## src/rtl/disp_cmd_decoder.sv

```systemverilog
// rtl/disp_cmd_decoder.sv - display command byte-stream decoder producing text-RAM writes
//
// Purpose: parses command/payload bytes from the host display-command FIFO
// into character/attribute RAM write requests. It keeps a cursor address and
// a current attribute.
//
// Ports:
//   clk            in  1       system clock
//   nrst           in  1       asynchronous active-low reset
//   disp_cmd       in  8       command/payload byte, qualified by disp_cmd_valid
//   disp_cmd_valid in  1       one byte per high cycle
//   mem_we         out 1       one-cycle text RAM write strobe
//   mem_addr       out ADDR_W  write address (holds when mem_we=0)
//   mem_wdata      out 16      {attr, char} (holds when mem_we=0)
//   cur_attr       out 8       current attribute
//   bad_cmd        out 1       sticky: unknown opcode or out-of-range address
//   idle           out 1       no command in progress
module disp_cmd_decoder #(
  parameter int         ADDR_W    = 12,
  parameter int         MEM_DEPTH = 3700,
  parameter logic [7:0] ATTR_RST  = 8'h0F
) (
  input  logic              clk,
  input  logic              nrst,
  input  logic [7:0]        disp_cmd,
  input  logic              disp_cmd_valid,
  output logic              mem_we,
  output logic [ADDR_W-1:0] mem_addr,
  output logic [15:0]       mem_wdata,
  output logic [7:0]        cur_attr,
  output logic              bad_cmd,
  output logic              idle
);

  typedef enum logic [2:0] {
    S_OPCODE,
    S_ADDR_LO,
    S_ADDR_HI,
    S_COUNT,
    S_DATA,
    S_ATTR
  } state_t;

  state_t            state;
  logic [ADDR_W-1:0] cursor;
  logic [7:0]        addr_lo;
  logic [8:0]        count;     // 9 bits so that N=0 can mean 256
  logic [15:0]       addr_full;

  // Full 16-bit SET_ADDR value, range-checked before truncation to ADDR_W.
  assign addr_full = {disp_cmd, addr_lo};

  always_ff @(posedge clk or negedge nrst) begin
    if (!nrst) begin
      state     <= S_OPCODE;
      idle      <= 1'b1;
      mem_we    <= 1'b0;
      mem_addr  <= '0;
      mem_wdata <= '0;
      cursor    <= '0;
      addr_lo   <= '0;
      count     <= '0;
      cur_attr  <= ATTR_RST;
      bad_cmd   <= 1'b0;
    end else begin
      mem_we <= 1'b0;
      if (disp_cmd_valid) begin
        case (state)
          S_OPCODE: begin
            case (disp_cmd)
              8'h00: ;
              8'h01: begin state <= S_ADDR_LO; idle <= 1'b0; end
              8'h02: begin state <= S_COUNT;   idle <= 1'b0; end
              8'h03: begin state <= S_ATTR;    idle <= 1'b0; end
              default: bad_cmd <= 1'b1;
            endcase
          end
          S_ADDR_LO: begin
            addr_lo <= disp_cmd;
            state   <= S_ADDR_HI;
          end
          S_ADDR_HI: begin
            if (addr_full >= 16'(MEM_DEPTH)) begin
              cursor  <= '0;
              bad_cmd <= 1'b1;
            end else begin
              cursor <= addr_full[ADDR_W-1:0];
            end
            state <= S_OPCODE;
            idle  <= 1'b1;
          end
          S_COUNT: begin
            count <= (disp_cmd == 8'h00) ? 9'd256 : {1'b0, disp_cmd};
            state <= S_DATA;
          end
          S_DATA: begin
            mem_we    <= 1'b1;
            mem_addr  <= cursor;
            mem_wdata <= {cur_attr, disp_cmd};
            // Wrap check is done on the current value, before adding.
            if (cursor == ADDR_W'(MEM_DEPTH - 1))
              cursor <= '0;
            else
              cursor <= cursor + ADDR_W'(1);
            count <= count - 9'd1;
            if (count == 9'd1) begin
              state <= S_OPCODE;
              idle  <= 1'b1;
            end
          end
          S_ATTR: begin
            cur_attr <= disp_cmd;
            state    <= S_OPCODE;
            idle     <= 1'b1;
          end
          default: begin
            state <= S_OPCODE;
            idle  <= 1'b1;
          end
        endcase
      end
    end
  end

endmodule

```

## config.mk

```make
export PLATFORM = sky130hd
export DESIGN_NAME = disp_cmd_decoder
export DESIGN_NICKNAME = d
export VERILOG_FILES = /design/src/rtl/disp_cmd_decoder.sv
export SDC_FILE = /design/constraint.sdc
export NUM_CORES = 1
export LEC_CHECK = 0
export CELL_PAD_IN_SITES_DETAIL_PLACEMENT = 0
export CELL_PAD_IN_SITES_GLOBAL_PLACEMENT = 2
export CORE_MARGIN = 2
export CORE_UTILIZATION = 33
export DETAILED_ROUTE_END_ITERATION = 7
export PLACE_DENSITY_LB_ADDON = 0.1
export SKIP_LAST_GASP = 1
export SLEW_MARGIN = 20
export SYNTH_ARGS = -nofsm -noshare
export SYNTH_HDL_FRONTEND = slang
export SYNTH_SLANG_ARGS = --single-unit
```

## constraint.sdc

```tcl
create_clock -name clk -period 4.3 [get_ports clk]
set_input_delay 0.43 -clock clk [delete_from_list [all_inputs] [get_ports clk]]
set_output_delay 0.43 -clock clk [all_outputs]
set_load 0.05 [all_outputs]
```

======== After elaboration in Yosys (flattened, before gate mapping) ========
Cells that the tools add are included.
storage, ports and cells
  input port bits ......................... 11
  flip-flop bits (word level) ............. 71
  word-level logic and storage cells ...... 61
  output and inout bits ................... 39
cells by class
  $add $sub $neg .......................... 2
  equal/unequal tests ..................... 15
  bitwise gates (word level) .............. 1
  magnitude comparators ................... 1
  muxes and demuxes ....................... 16
  reduce and logical (&&, ||, !) cells .... 16
operator list
  operator                                               number
  2-to-1 mux 12 bit                                      2
  case mux 12 bit (2 select lines)                       1
  case mux 9 bit (2 select lines)                        1
  equality test 8 x 2 -> 1 bit, second input constant    2
  >= comparator 16 x 12 -> 1 bit, second input constant  1
  adder 12 x 1 -> 12 bit, second input constant          1
  equality test 12 bit, second input constant            1
  case mux 3 bit (4 select lines)                        1
  AND reduction 2 bit                                    5
  equality test 9 x 1 -> 1 bit, second input constant    1
  2-to-1 mux 9 bit                                       1
  case mux 3 bit (3 select lines)                        1
  subtractor 9 x 1 -> 9 bit, second input constant       1
  equality test 8 x 1 -> 1 bit, second input constant    1
  logical NOT 8 bit                                      1
  inequality test 2 bit, second input constant           4
  AND reduction 4 bit                                    2
  equality test 3 x 2 -> 1 bit, second input constant    2
  equality test 3 bit, second input constant             2
  2-to-1 mux 1 bit                                       6
  nonzero test 2 bit                                     3
  inequality test 4 x 1 -> 1 bit, second input constant  1
  OR reduction 4 bit                                     1
  equality test 3 x 1 -> 1 bit, second input constant    1
  other kinds (8)                                        8

======== Logic depth before layout (Yosys ltp) ========
  depth after elaboration ................. 4
  gate-level depth with buffers ........... 8
  depth with buffers taken out ............ 6

======== Worst setup path after synthesis ========
No wires, ideal clock.
  path kind ............................... input-to-reg
  from .................................... input port disp_cmd[6]
  to ...................................... register state[0]
  library setup time ...................... 128 ps
  data required time ...................... 4,172 ps
  buffers on the path ..................... 0
  cell stages on the path ................. 5
  setup slack ............................. 2,379 ps
  arrival time ............................ 1,794 ps
  cells stage by stage .................... or4_4 -> or3_4 -> nor2_4 -> o21ai_2 -> mux2_1
between the ends
  word-level cells in the longest chain between the ends .. 3
  elaborated cells on any way between the ends .. 5
  classes of those cells .................. eq/ne (4); reduce/logical (1)
ends and longest elaborated chain
  what                                                                                 line  source
  from (decl)                                                                          25    input logic [7:0] disp_cmd,
  equality test 8 x 2 -> 1 bit / equality test 8 x 1 -> 1 bit (equally long branches)  70    case (disp_cmd)
  inequality test 4 x 1 -> 1 bit (no line) (*)                                         -
  AND reduction 3 bit (no line) (*)                                                    -
  to (signal assigned)                                                                 72    8'h01: begin state <= S_ADDR_LO; idle <= 1'b0; end
  to (signal assigned)                                                                 73    8'h02: begin state <= S_COUNT; idle <= 1'b0; end
  to (signal assigned)                                                                 74    8'h03: begin state <= S_ATTR; idle <= 1'b0; end
  to (decl)                                                                            44    state_t state;
Mark *: on every way between the ends. The rest lies on a longest branch, timed or not.
A chain may end at the register's enable or synchronous reset.

======== Worst setup path after layout ========
  from .................................... register state[1]
  to ...................................... register count[7]
between the ends
  word-level cells in the longest chain between the ends .. 3
  elaborated cells on any way between the ends .. 5
  classes of those cells .................. eq/ne (2); mux (1); reduce/logical (2)
ends and longest elaborated chain
  what                                                                        line  source
  from (signal assigned)                                                      55    state <= S_OPCODE;
  from (signal assigned)                                                      72
  from (signal assigned)                                                      73
  equality test 3 bit / equality test 3 x 2 -> 1 bit (equally long branches)  68    case (state)
  nonzero test 2 bit (no line)                                                -
  AND reduction 2 bit (no line)                                               -
  to (signal assigned)                                                        93    count <= (disp_cmd == 8'h00) ? 9'd256 : {1'b0, disp_cmd};
  to (signal assigned)                                                        105   count <= count - 9'd1;
  to (decl)                                                                   47    logic [8:0] count;
Several ways; a longest one is shown, not always the timed one.

==> key figures <==
Status
  – Status: finished clean

STA
  – Setup TNS: 0 ns
  – Max-slew violations: 0
  – Tcrit/Tclk final: 59.3%
  – Clk_skew: 0.00557 ns
  – Relative slew margins: 37.0%
  – WHS: 0.150 ns
  – Final Critical Period: 2.55 ns
  – Highest clock rate: 392 MHz
  – Final Hold Vio Count: 0
  – Final setup violation count: 0
  – Final worst slack: 1.75 ns
  – RSZ-0062 raised after global routing: no
  – Worst-margin pin slew: 0.943 ns

Finish
  – Final Instance Area: 4210 um2
  – Final #Nets: 418
  – Number of diodes: 0
  – Commonest non-fill, non-tap cell in the layout: nand2_1
  – Fraction of layout instances using a drive strength above 1: 12.2%
  – Area Growth Syn to Fin: 22.7%
  – Final Core Density: 41.3%
  – Most frequent cells in the layout: nand2_1 (98), dfrtp_1 (66), clkdlybuf4s50_1 (48)
  – Fin cells: 545
  – Filler cell count: 1044

Pwr
  – Power, Total: 3.07 mW
  – Leakage: 1.85 nW
  – Worst VDD drop: 0.000277 V
  – P per Cell Area: 729 nW/um2

Logic synthesis
  – Synth warn: 0
  – Syn nets: 376
  – Sequential-to-total area share from yosys stat: 52.0%
  – Post-synth top flop: dfrtp_1
  – Synth Area per Inst: 9.47 um2
  – Seq cells post-synth: 71
  – Post-synthesis cell type count: 56
  – Syn Std Cell Area: 3430 um2
  – Async set-reset flop share out of synthesis: 100%
  – Post-Syn Instances: 362
  – Post-synth EDFFs: 0

Hold path
  – Min-delay worst type: in -> async

Critical path
  – Max Fanout on Critical Path: 34
  – Reg2reg end: count[7]
  – Reg2reg start: state[1]
  – Startpoint Class: flop
  – Arrival @ worst endpoint: 2.84 ns
  – WP data required: 4.59 ns
  – CP Class: reg -> reg
  – R2R Setup Slk: 1.75 ns
  – Worst reg2reg path depth: 8
  – Setup crit end kind: flop

Drt
  – Vias per cell: 5.14
  – Routed WL: 9.17 mm
  – DR vias: 2801
  – WL/cell: 16.8 um
  – Initial drt markers: 170
  – Drt drc: 0
  – DRT Pass-1 Iters: 4
  – Antenna viol nets, final: 0

Floorplanning
  – Die area: 11200 um2
  – # rows: 37
  – Core box area: 10200 um2
  – Die Y: 106 um
  – Starting Density: 33.6%
  – Die width: 106 um
  – I/O pin total: 50

Global route
  – Remaining global-route overflow: 0
  – Largest net degree at the start of global routing: 41
  – Wire length of the first global-routing pass: 14.5 mm
  – Vias in the first global route: 2655
  – Initial antenna violation count: 0
  – GRT Util Overall: 17.2%

Placed design
  – Routability cong.: 0.770
  – Dpl ws: 1.53 ns
  – Post-DP Area: 4010 um2
  – # placed instances: 529
  – HPWL Detailed: 6.17 mm
  – Port bufs: 49

CTS
  – CTS resizes: 0
  – CTS HTree Levels: 3
  – Worst-skew pair later-pin latency: 0.35 ns
  – Post-CTS Setup Bufs: 0
  – CTS max path bufs: 2
  – Total CTS buffers: 9
  – Clock slew seen by the registers of the worst setup and hold paths: 0.08 ns
  – Clock Sinks: 71
  – Hold_buf cts: 0
  – CTS tree: yes
  – CTS Root Cell: clkbuf_8

Run
  – Max-cap violations: 0
## Yosys cell counts, drive strengths merged (2+ instances only)
library cell / instances / share of area (%)
inv: 10 / 1.1
nor4: 2 / 0.37
and3: 4 / 0.73
o22a: 4 / 1.0
o211ai: 2 / 0.44
nand2: 98 / 11
nand2b: 3 / 0.55
a211oi: 2 / 0.44
nor3b: 4 / 1.0
nand3: 13 / 1.9
dfstp: 5 / 3.8
nor2: 22 / 2.6
mux2: 17 / 5.6
a22o: 2 / 0.51
nor3: 10 / 1.5
clkbuf: 9 / 0.99
ha: 3 / 1.1
a221o: 4 / 1.2
or4: 2 / 0.55
nand4: 4 / 0.73
o311ai: 2 / 0.51
o21ai: 18 / 2.7
dfrtp: 66 / 48
buf: 12 / 1.9
a21oi: 12 / 1.8
and4: 2 / 0.51
a31oi: 7 / 1.7
or3: 4 / 0.91
a21o: 2 / 0.44
## worst max path at each step
stage	depth (start not counted)	slack, ns	to	start
2_1_floorplan	5	2.38	state[0]	disp_cmd[6]
3_5_place_dp	7	1.53	count[7]	disp_cmd_valid
6_report	8	1.75	count[7]	state[1]
5_1_grt	8	1.45	count[7]	state[1]
4_1_cts	8	1.69	count[7]	state[1]
3_3_place_gp	7	1.63	count[7]	disp_cmd_valid
## cell type report
cell class | instances | area (um2) | share of cell area [%]
sequential | 71 | 1780 | 42.4
clock buffer | 10 | 138 | 3.27
multi-input combinational | 260 | 1510 | 35.9
inverter | 10 | 37.5 | 0.892
timing repair buffer | 52 | 508 | 12.1
clock inverter | 6 | 60.1 | 1.43
tap | 136 | 170 | 4.05
## registers in the layout (all words and copies together), names as in the netlist
name / count
bad_cmd: 1
addr_lo: 8
mem_we: 1
state: 3
cur_attr: 8
mem_wdata: 16
mem_addr: 12
cursor: 12
idle: 1
count: 9
## kinds of logic (layout without fill, tap and decap cells)
| family | Yosys count | after routing | share of synthesized area [%] |
|---|---|---|---|
| flops | 71 | 71 | 52.0 |
| fa+ha+maj | 3 | 3 | 1.10 |
| xor+xnor | 1 | 1 | 0.256 |
| simple gates | 172 | 172 | 23.1 |
| buf+inv | 31 | 78 | 4.02 |
| mux | 17 | 17 | 5.59 |
| compound gates | 67 | 67 | 13.9 |
## power by group
part	internal, mW	leakage [nW]	switching, mW	total, mW
Sequential	0.942	0.905	0.236	1.18
Clock	0.280	0.0981	0.254	0.535
Combinational	0.485	0.846	0.868	1.35
## per-layer routing
layer | up-vias | track usage [%] | share of wire (%)
met5 | - | 0 | 0
met4 | 0 | 6.20 | 1.1
met3 | 9 | 4.23 | 5.1
met2 | 75 | 24.8 | 44
met1 | 1361 | 24.9 | 50
li1 | 1356 | - | -
## critical path: stages, from the launching register on
cell	delay (ns)
dfrtp_1	0.50
nor3b_1	0.25
buf_4	0.23
nand2_1	0.07
buf_4	0.26
inv_1	0.73
nor2_1	0.08
a41oi_1	0.21
o22a_1	0.16
Note: power is estimated with default switching activity, not from simulation.
